==> src/rtl/rx_word_assembler.sv <==
// rx_word_assembler: packs pairs of UART bytes into 16-bit words.
// The first byte is held in a latch; the second byte completes the word,
// which is offered on a valid/ready output register. A half-received word is
// discarded if the second byte does not arrive within TIMEOUT_CYCLES cycles,
// and a completed word that finds the output register full is dropped and
// flagged on the sticky o_Overrun.
module rx_word_assembler #(
    parameter int TIMEOUT_CYCLES = 100000,
    parameter bit HI_FIRST       = 1'b1
) (
    input  logic        clk,
    input  logic        reset,
    input  logic        i_RxDone,
    input  logic [7:0]  i_RxData,
    output logic        o_WordValid,
    output logic [15:0] o_Word,
    input  logic        i_WordReady,
    output logic        o_Overrun,
    output logic        o_Timeout,
    input  logic        i_ClrErr
);

    localparam int CW = $clog2(TIMEOUT_CYCLES);
    localparam logic [CW-1:0] CNT_LAST = CW'(TIMEOUT_CYCLES - 1);
    localparam logic [CW-1:0] CNT_ONE  = CW'(1);

    localparam logic [0:0] ST_IDLE = 1'b0;
    localparam logic [0:0] ST_HALF = 1'b1;

    logic [0:0]    state_q, state_d;
    logic [CW-1:0] cnt_q, cnt_d;
    logic [7:0]    latch_q, latch_d;
    logic [15:0]   word_q, word_d;
    logic          valid_q, valid_d;
    logic          ovr_q, ovr_d;
    logic          to_q, to_d;

    logic          complete;
    logic          consume;
    logic [15:0]   new_word;

    // Byte-pairing FSM with the inter-byte timeout counter
    always_comb begin
        state_d  = state_q;
        cnt_d    = cnt_q;
        latch_d  = latch_q;
        to_d     = 1'b0;
        complete = 1'b0;
        new_word = HI_FIRST ? {latch_q, i_RxData} : {i_RxData, latch_q};
        case (state_q)
            ST_IDLE: begin
                if (i_RxDone) begin
                    latch_d = i_RxData;
                    cnt_d   = '0;
                    state_d = ST_HALF;
                end
            end
            default: begin
                // A byte on the expiry cycle takes priority over the timeout
                if (i_RxDone) begin
                    complete = 1'b1;
                    latch_d  = '0;
                    cnt_d    = '0;
                    state_d  = ST_IDLE;
                end else if (cnt_q == CNT_LAST) begin
                    to_d    = 1'b1;
                    latch_d = '0;
                    cnt_d   = '0;
                    state_d = ST_IDLE;
                end else begin
                    cnt_d = cnt_q + CNT_ONE;
                end
            end
        endcase
    end

    // Output register, handshake and sticky overrun flag
    always_comb begin
        consume = valid_q && i_WordReady;
        word_d  = word_q;
        valid_d = valid_q;
        ovr_d   = ovr_q;
        if (complete && (!valid_q || consume)) begin
            word_d  = new_word;
            valid_d = 1'b1;
        end else if (consume) begin
            valid_d = 1'b0;
        end
        // Setting wins over a simultaneous clear
        if (complete && valid_q && !consume) begin
            ovr_d = 1'b1;
        end else if (i_ClrErr) begin
            ovr_d = 1'b0;
        end
    end

    // State registers with asynchronous active-low reset
    always_ff @(posedge clk or negedge reset) begin
        if (!reset) begin
            state_q <= ST_IDLE;
            cnt_q   <= '0;
            latch_q <= '0;
            word_q  <= '0;
            valid_q <= 1'b0;
            ovr_q   <= 1'b0;
            to_q    <= 1'b0;
        end else begin
            state_q <= state_d;
            cnt_q   <= cnt_d;
            latch_q <= latch_d;
            word_q  <= word_d;
            valid_q <= valid_d;
            ovr_q   <= ovr_d;
            to_q    <= to_d;
        end
    end

    assign o_Word      = word_q;
    assign o_WordValid = valid_q;
    assign o_Overrun   = ovr_q;
    assign o_Timeout   = to_q;

endmodule

==> config.mk <==
export PLATFORM = sky130hd
export DESIGN_NAME = rx_word_assembler
export DESIGN_NICKNAME = d
export VERILOG_FILES = /design/src/rtl/rx_word_assembler.sv
export SDC_FILE = /design/constraint.sdc
export NUM_CORES = 1
export LEC_CHECK = 0
export ABC_AREA = 1
export CORE_UTILIZATION = 45
export DETAILED_ROUTE_END_ITERATION = 10
export PLACE_DENSITY = 0.7
export SYNTH_ARGS = -nofsm -noshare
export SYNTH_HDL_FRONTEND = slang
export SYNTH_SLANG_ARGS = --single-unit
==> constraint.sdc <==
create_clock -name clk -period 1.3 [get_ports clk]
set_input_delay 0.13 -clock clk [delete_from_list [all_inputs] [get_ports clk]]
set_output_delay 0.13 -clock clk [all_outputs]
set_load 0.05 [all_outputs]
Yosys cells after proc, flatten, opt, wreduce, memory -nomap -nowiden
Index checks and enable logic that the tools add are counted.
{"block": "word_totals", "ff_bits": 45, "input_bits": 13, "output_inout_bits": 19, "word_cells": 41}
{"block": "classes", "addsub": 1, "eq_ne": 1, "muxes": 20, "reduce_logical": 12}
{"op": "2-to-1 mux 17 bit", "count": 4}
{"op": "2-to-1 mux 8 bit", "count": 4}
{"op": "adder 17 x 1 -> 17 bit, second input constant", "count": 1}
{"op": "== test 17 bit, second input constant", "count": 1}
{"op": "2-to-1 mux 1 bit", "count": 12}
{"op": "nonzero test 2 bit", "count": 4}
{"op": "logical AND 1 bit", "count": 4}
{"op": "zero test 1 bit", "count": 2}
{"op": "AND reduction 2 bit", "count": 1}
{"op": "logical OR 1 bit", "count": 1}

Logic depth before layout (Yosys ltp)
{"block": "logic_depth", "word_depth": 5, "ltp_mapped": 10, "depth_no_buf": 10}

Worst setup path before layout
Ideal clock, no wire load.
{"block": "synth_timing", "path_kind": "flip-flop to flip-flop", "from": "register valid_q (netlist: o_WordValid)", "to": "register word_q[0] (netlist: o_Word[0])", "setup_time_ns": 0.125, "arrival_ns": 1.408, "required_ns": 1.175, "slack_ns": -0.233, "path_stages_with_launch": 7, "path_buffers": 1, "period_less_slack_ns": 1.533, "cell_sequence": "dfrtp_1 -> inv_1 -> nor2_1 -> inv_1 -> nand2_4 -> buf_6 -> mux2_4"}
{"block": "synth_via", "elab_chain_cells": 3, "elab_cells_between_ends": 4, "cone_classes": "4 x reduce/logical"}
{"item": "from (decl)", "line_no": "34", "source": "logic valid_q, valid_d;"}
{"item": "from (signal assigned)", "line_no": "112", "source": "valid_q <= valid_d;"}
{"item": "zero test 1 bit / logical AND 1 bit (equally long branches)", "line_no": "83, 79"}
{"item": "logical OR 1 bit *", "line_no": "83", "source": "if (complete && (!valid_q || consume)) begin"}
{"item": "logical AND 1 bit *", "line_no": "83"}
{"item": "to (signal assigned)", "line_no": "111", "source": "word_q <= word_d;"}
{"item": "to (decl)", "line_no": "33", "source": "logic [15:0] word_q, word_d;"}
Every way passes the cells marked *; elsewhere a longest branch is shown, timed or not.
A chain may end at the register's enable or synchronous reset.

Worst setup path in the final report
{"block": "layout_timing", "from": "register cnt_q[0]", "to": "register latch_q[2]"}
{"block": "layout_via", "elab_chain_cells": 3}
{"item": "from (decl)", "line_no": "31", "source": "logic [CW-1:0] cnt_q, cnt_d;"}
{"item": "from (signal assigned)", "line_no": "109", "source": "cnt_q <= cnt_d;"}
{"item": "== test 17 bit", "line_no": "65", "source": "end else if (cnt_q == CNT_LAST) begin"}
{"item": "nonzero test 2 bit (no source line)"}
{"item": "AND reduction 2 bit (no source line)"}
{"item": "to (signal assigned)", "line_no": "110", "source": "latch_q <= latch_d;"}
{"item": "to (decl)", "line_no": "32", "source": "logic [7:0] latch_q, latch_d;"}
Every way passes these cells.

==> flow_summary.json <==
{
  "status": "finished, violations left",
  "violations": "setup timing",
  "critPathKind": "reg2reg",
  "synth_top_family_by_area": "simple AND/OR/NAND/NOR gates",
  "power_density_nw_per_um2": 1300,
  "cts.htree.levels": 2,
  "diodes": 0,
  "final_common_cell": "nand2_1",
  "hp-class": "in2async",
  "hpwlAfterDp_mm": 3.86,
  "critPathSlowestCell": "dfrtp_1",
  "final_cell_mix": "nand2_1, dfrtp_1, buf_4",
  "startpoint_type": "flop",
  "synthesis.area_um2": 2280,
  "critical_path_required_ns": 1.55,
  "cts.clk_slew.worst_paths_ns": 0.09,
  "synth_top_cell_by_area": "dfrtp_1",
  "vias_per_cell": 5.02,
  "grt_max_degree": 46,
  "total_power_mw": 4.54,
  "die_area_um2": 5350,
  "antenna_found_initial": 0,
  "first_global_vias": 1970,
  "die_w_um": 73.2,
  "wl_per_cell_um": 14.0,
  "fill_cells": 341,
  "reg2reg_to": "latch_q[2]$_DFFE_PN0P_",
  "clk_latency_ns": 0.31,
  "setup_ws_ns": -0.111,
  "drc": 0,
  "cts_num_sinks": 45,
  "layoutNonFillerInstCount": 414,
  "root_buffer": "clkbuf_8",
  "r2r_cells": 9,
  "combPwrFrac_pct": 40.7,
  "die_h_um": 73.2,
  "design_area_um2": 3500,
  "synth_compound_area_share_pct": 4.50,
  "p_sw_mw": 1.62,
  "synth_seq_cells": 45,
  "grt_usage_pct": 22.9,
  "synthXorXnorAreaFrac_pct": 3.08,
  "nets": 360,
  "ys_types": 28,
  "io_pins": 32,
  "hold_viol": 0,
  "p_leak_nw": 1.67,
  "area_growth_pct": 53.5,
  "maxSlewViolCount": 0,
  "arrival_ns": 1.66,
  "synth_warnings": 0,
  "drt-total-wl_mm": 5.81,
  "gp_congestion": 0.889,
  "max_stage_delay_ns": 0.39,
  "drtPass1Iterations": 4,
  "rrSetupSlack_ns": -0.11,
  "dp.cells": 400,
  "endpoint_kind": "flop",
  "synth_cells": 262,
  "grt_remaining_overflow": 0,
  "cp_max_fo": 8,
  "core_area_um2": 4790,
  "detail-route-antenna-nets": 0,
  "drive_gt1_share_pct": 40.6,
  "synth_top_cell_area_share_pct": 49.4,
  "seq_power_share_pct": 39.9,
  "synthSimpleGateAreaFrac_pct": 27.2,
  "portBuffers": 31,
  "synth_mux_area_share_pct": 9.56,
  "num_vias": 2078,
  "clkPwrFrac_pct": 19.4,
  "seq_area_frac_synth_pct": 49.4,
  "num_rows": 25,
  "tightest_slew_ns": 0.606,
  "grt_pass1_wl_mm": 9.13,
  "start_util_pct": 47.6,
  "crit_path_cell_trace": "ha_2 > nand2_2 > nor2_4 > nand2_2 > buf_6 > nor2_4 > a21oi_4 > nand2_1 > nand2_1",
  "rr_startpoint": "cnt_q[0]$_DFFE_PN0P_",
  "setup_violations": 26,
  "ir_worst_vdd_uv": 1070,
  "cts_tree": "built",
  "rsz0062_at_grt": "yes",
  "cts.path.max_buffers": 2,
  "min_period_over_period_pct": 109,
  "switching_share_pct": 35.6,
  "fin_skew_ns": 0.00856,
  "cts_buffers": 5,
  "syn-num-nets": 276,
  "slew-limit-headroom_pct": 59.5,
  "maxCapViolCount": 0,
  "clock.fmax_mhz": 708,
  "p_int_mw": 2.92,
  "dpl_cell_area_um2": 3200,
  "synth_area_leaders": "dfrtp_1, nand2_1, mux2_4",
  "synth_adder_area_share_pct": 0.549,
  "final_util_pct": 73.1,
  "avgSynthCellArea_um2": 8.70,
  "period_minus_slack_ns": 1.41,
  "detail_route.iter0.violations": 160
}
## per-stage QoR
stage	setup WS, ns	hold WS, ns	TNS [ns]
after floorplan	-0.0933	-0.166	-1.14
after global placement	-0.167	0.127	-4.37
after detailed placement	-0.193	0.127	-4.89
after CTS	-0.117	0.362	-1.29
after global routing	-0.188	0.389	-3.78
final	-0.111	0.366	-1.89
## state kept, by name, indices dropped and copies added (netlist names)
| register | count |
|---|---|
| state_q | 1 |
| o_Overrun | 1 |
| latch_q | 8 |
| o_WordValid | 1 |
| o_Word | 16 |
| o_Timeout | 1 |
| cnt_q | 17 |
## worst max-delay path by stage
stage	startpoint	endpoint	slack, ns	cells after the start
detailed placement	i_RxDone	o_Word[13]$_DFFE_PN0P_	-0.19	5
global route	cnt_q[1]$_DFFE_PN0P_	latch_q[3]$_DFFE_PN0P_	-0.19	9
finish	cnt_q[0]$_DFFE_PN0P_	latch_q[2]$_DFFE_PN0P_	-0.11	9
floorplan	o_WordValid$_DFFE_PN0P_	o_Word[0]$_DFFE_PN0P_	-0.09	6
global placement	i_RxDone	o_Word[11]$_DFFE_PN0P_	-0.17	5
CTS	cnt_q[0]$_DFFE_PN0P_	latch_q[2]$_DFFE_PN0P_	-0.12	9
## routing by layer
layer / GRT usage, % / part of all wire (%) / up-vias / wire length [um]
li1: - / - / 1002 / -
met2: 37.4 / 51 / 64 / 2940
met3: 4.97 / 5.5 / 13 / 318
met4: 8.06 / 1.8 / 0 / 102
met1: 30.0 / 42 / 999 / 2440
met5: 0 / 0 / - / 0
## timing repair
| action | CTS | global route |
|---|---|---|
| hold buffers | 1 | 0 |
| setup buffers | 0 | 5 |
| resized for setup | 21 | 25 |
| endpoints found under the setup margin | 28 | 37 |
| hold endpoints to repair | 45 | 0 |
| pin swaps | 7 | 14 |
## kinds of logic (layout without fill, tap and decap cells)
family	count (synthesis)	count (layout)
simple gates	145	145
flops	45	45
buf+inv	29	114
compound gates	18	18
mux	16	16
xor+xnor	8	8
fa+ha+maj	1	1
## power by group through the flow
stage          clock, mW  sequential [mW]  combinational (mW)
4_1_cts            0.905             1.81                1.84
3_3_place_gp           0             1.83                1.78
5_1_grt            0.952             1.83                1.92
3_5_place_dp           0             1.84                1.80
6_report           0.882             1.81                1.85
2_1_floorplan          0             2.30               0.355
## worst max-delay path: cells and delay by family, from the launching register on
kind | cells | cell delay, ns
buffers and inverters | 1 | 0.11
AO/OA/AOI/OAI | 1 | 0.24
adder cells (fa/ha/maj) | 1 | 0.20
AND/OR/NAND/NOR | 6 | 0.43
flip-flops | 1 | 0.39
## synth_stat cells, drive strengths merged
master  count
nor2       28
o21ai      13
nand3      12
clkbuf      1
ha          1
o21bai      3
nand2      96
xnor2       1
mux2       16
inv        24
a21oi       1
nand4       7
nor3        1
dfrtp      45
nor4        1
xor2        7
buf         4
o22ai       1
## cell type report
type | instances | area [um^2] | share of cell area [%]
Multi-Input combinational cell | 188 | 1170 | 33.6
Clock inverter | 3 | 22.5 | 0.644
Sequential cell | 45 | 1130 | 32.2
Clock buffer | 5 | 68.8 | 1.97
Tap cell | 67 | 83.8 | 2.40
Timing Repair Buffer | 82 | 928 | 26.5
Inverter | 24 | 92.6 | 2.65
Note: power is estimated with default switching activity, not from simulation.
==> edit: new RTL, same settings <==
The parameter `HI_FIRST` goes from 1'b1 to 1'b0.
--- a/src/rtl/rx_word_assembler.sv
+++ b/src/rtl/rx_word_assembler.sv
@@ -6,7 +6,7 @@
 // flagged on the sticky o_Overrun.
 module rx_word_assembler #(
     parameter int TIMEOUT_CYCLES = 100000,
-    parameter bit HI_FIRST       = 1'b1
+    parameter bit HI_FIRST       = 1'b0
 ) (
     input  logic        clk,
     input  logic        reset,
Function: changed (Yosys sat finds a counterexample within 4 cycles, from zero or initial values and one cycle with reset low).
==> edit against the unedited design <==
The run still ends with setup timing left; worst setup slack worse by 0.062 ns; combinational power about the same; routed wire length decreased by 2.0%; global-route usage is 0.79 points lower; final area increased by 1.6%; sequential cell count unchanged; power up 4.3%; area after synthesis up 1.5%; final cell count grew 1.4%; clock power rose by 22%; critical endpoint unchanged; largest cell class unchanged; largest power group unchanged.
==> edit: results (changes against the unedited design) <==
Finish
  • Clock Network Area Fraction: 3.13% (was 2.61%)
  • Count of clock buffers in the final design: 6 (was 5)
  • Flip-flop and latch share of the layout cell area: 31.7% (was 32.2%)
  • Non-CTS buffers: 88 (was 82)
  • Data-path buffer share of cell area in the final layout: 26.6% (was 26.5%)
  • Number of fill cells in the layout: 319 (was 341)
  • Multi-input gate area in the final layout: 0.00120 mm² (was 0.00117 mm²)
  • Final #Nets: 366 (was 360)
  • Share of final-layout standard cells stronger than drive strength 1: 42.2% (was 40.6%)

Setup path
  • Worst path arrival time: 1.71 ns (was 1.66 ns)
  • Reg2Reg Depth: 8 (was 9)
  • Critical Path Source: cnt_q[1] (was cnt_q[0])

Route
  • Routed length on met1: 2440 µm (about the same)
  • Detail Route met3 WL: 236 µm (was 318 µm)
  • Post-detailed-routing wire length: 5690 µm (was 5810 µm)
  • DRC marker count from the first detailed-route iteration: 158 (was 160)
  • Vias after detailed routing: 2080 (was 2078)

Timing
  • Setup slack of the critical path after layout: -0.173 ns (was -0.111 ns)
  • Slew HR: 76.3% (was 59.5%)
  • Worst hold-check slack: 0.365 ns (was 0.366 ns)
  • Setup-violating endpoint count in the final report: 27 (was 26)

Clock network
  • Setup fix buffers added after clock tree synthesis: 6 (was 0)
  • Count of instances resized after the clock tree is built: 16 (was 21)

Status
  • Violations in the final reports: setup timing (unchanged)
  • Result of the run: complete, but fails checks (unchanged)

Global route
  • Met2 routing resource usage after global routing: 36.9% (was 37.4%)
  • Grt met1 use: 28.7% (was 30.0%)
  • Met3 track demand over resource in global routing: 4.66% (was 4.97%)
  • Via count of the first global-routing pass: 1978 (was 1970)
  • Overall global routing resource usage: 22.1% (was 22.9%)

Pwr
  • Worst voltage drop across the vdd grid: 1070 µV (about the same)

Logic synthesis
  • Leading cell types by count after synthesis: sky130_fd_sc_hd__nand2_1 (91), sky130_fd_sc_hd__dfrtp_1 (45), sky130_fd_sc_hd__nor2_1 (24) (was sky130_fd_sc_hd__nand2_1 (91), sky130_fd_sc_hd__dfrtp_1 (45), sky130_fd_sc_hd__nor2_1 (23))
  • Synth top area cells: sky130_fd_sc_hd__dfrtp_1 (49%), sky130_fd_sc_hd__nand2_1 (15%), sky130_fd_sc_hd__mux2_4 (6.5%), sky130_fd_sc_hd__nor2_1 (3.9%), sky130_fd_sc_hd__o21ai_2 (3.8%) (was sky130_fd_sc_hd__dfrtp_1 (49%), sky130_fd_sc_hd__nand2_1 (15%), sky130_fd_sc_hd__mux2_4 (6.6%), sky130_fd_sc_hd__nor2_1 (3.8%), sky130_fd_sc_hd__inv_1 (3.6%))

Placement
  • Worst slack at placement: -0.185 ns (was -0.193 ns)
  • Detail Placement HPWL: 3910 µm (was 3860 µm)
## edit: changes by cell type after synthesis
cell,before,now
sky130_fd_sc_hd__o21ai_0,3,1
sky130_fd_sc_hd__o21ai_1,10,2
sky130_fd_sc_hd__nor2_2,4,3
sky130_fd_sc_hd__o21ai_2,0,10
sky130_fd_sc_hd__nor2_1,23,24
## edit: power breakdown
group          switching (mW)  internal [mW]
logic                   0.908          0.940
registers               0.207           1.60
clock network           0.498          0.577
## edit: stage by stage
stage	TNS, ns	util, %	instances
floorplan	-1.37	-	262
global placement	-2.91	67.1	407
detailed placement	-4.84	67.1	407
CTS	-1.58	71.6	419
global route	-3.52	73.3	420
finish	-1.99	73.3	420
## edit: cells by family (layout without fill, tap and decap cells)
logic type	count (synthesis)	after routing	share of synthesized area [%]
mux	16	16	9.41
flops	45	45	48.7
fa+ha+maj	1	1	0.541
buf+inv	29	120	5.57
compound gates	18	18	6.06
simple gates	145	145	26.7
xor+xnor	8	8	3.03
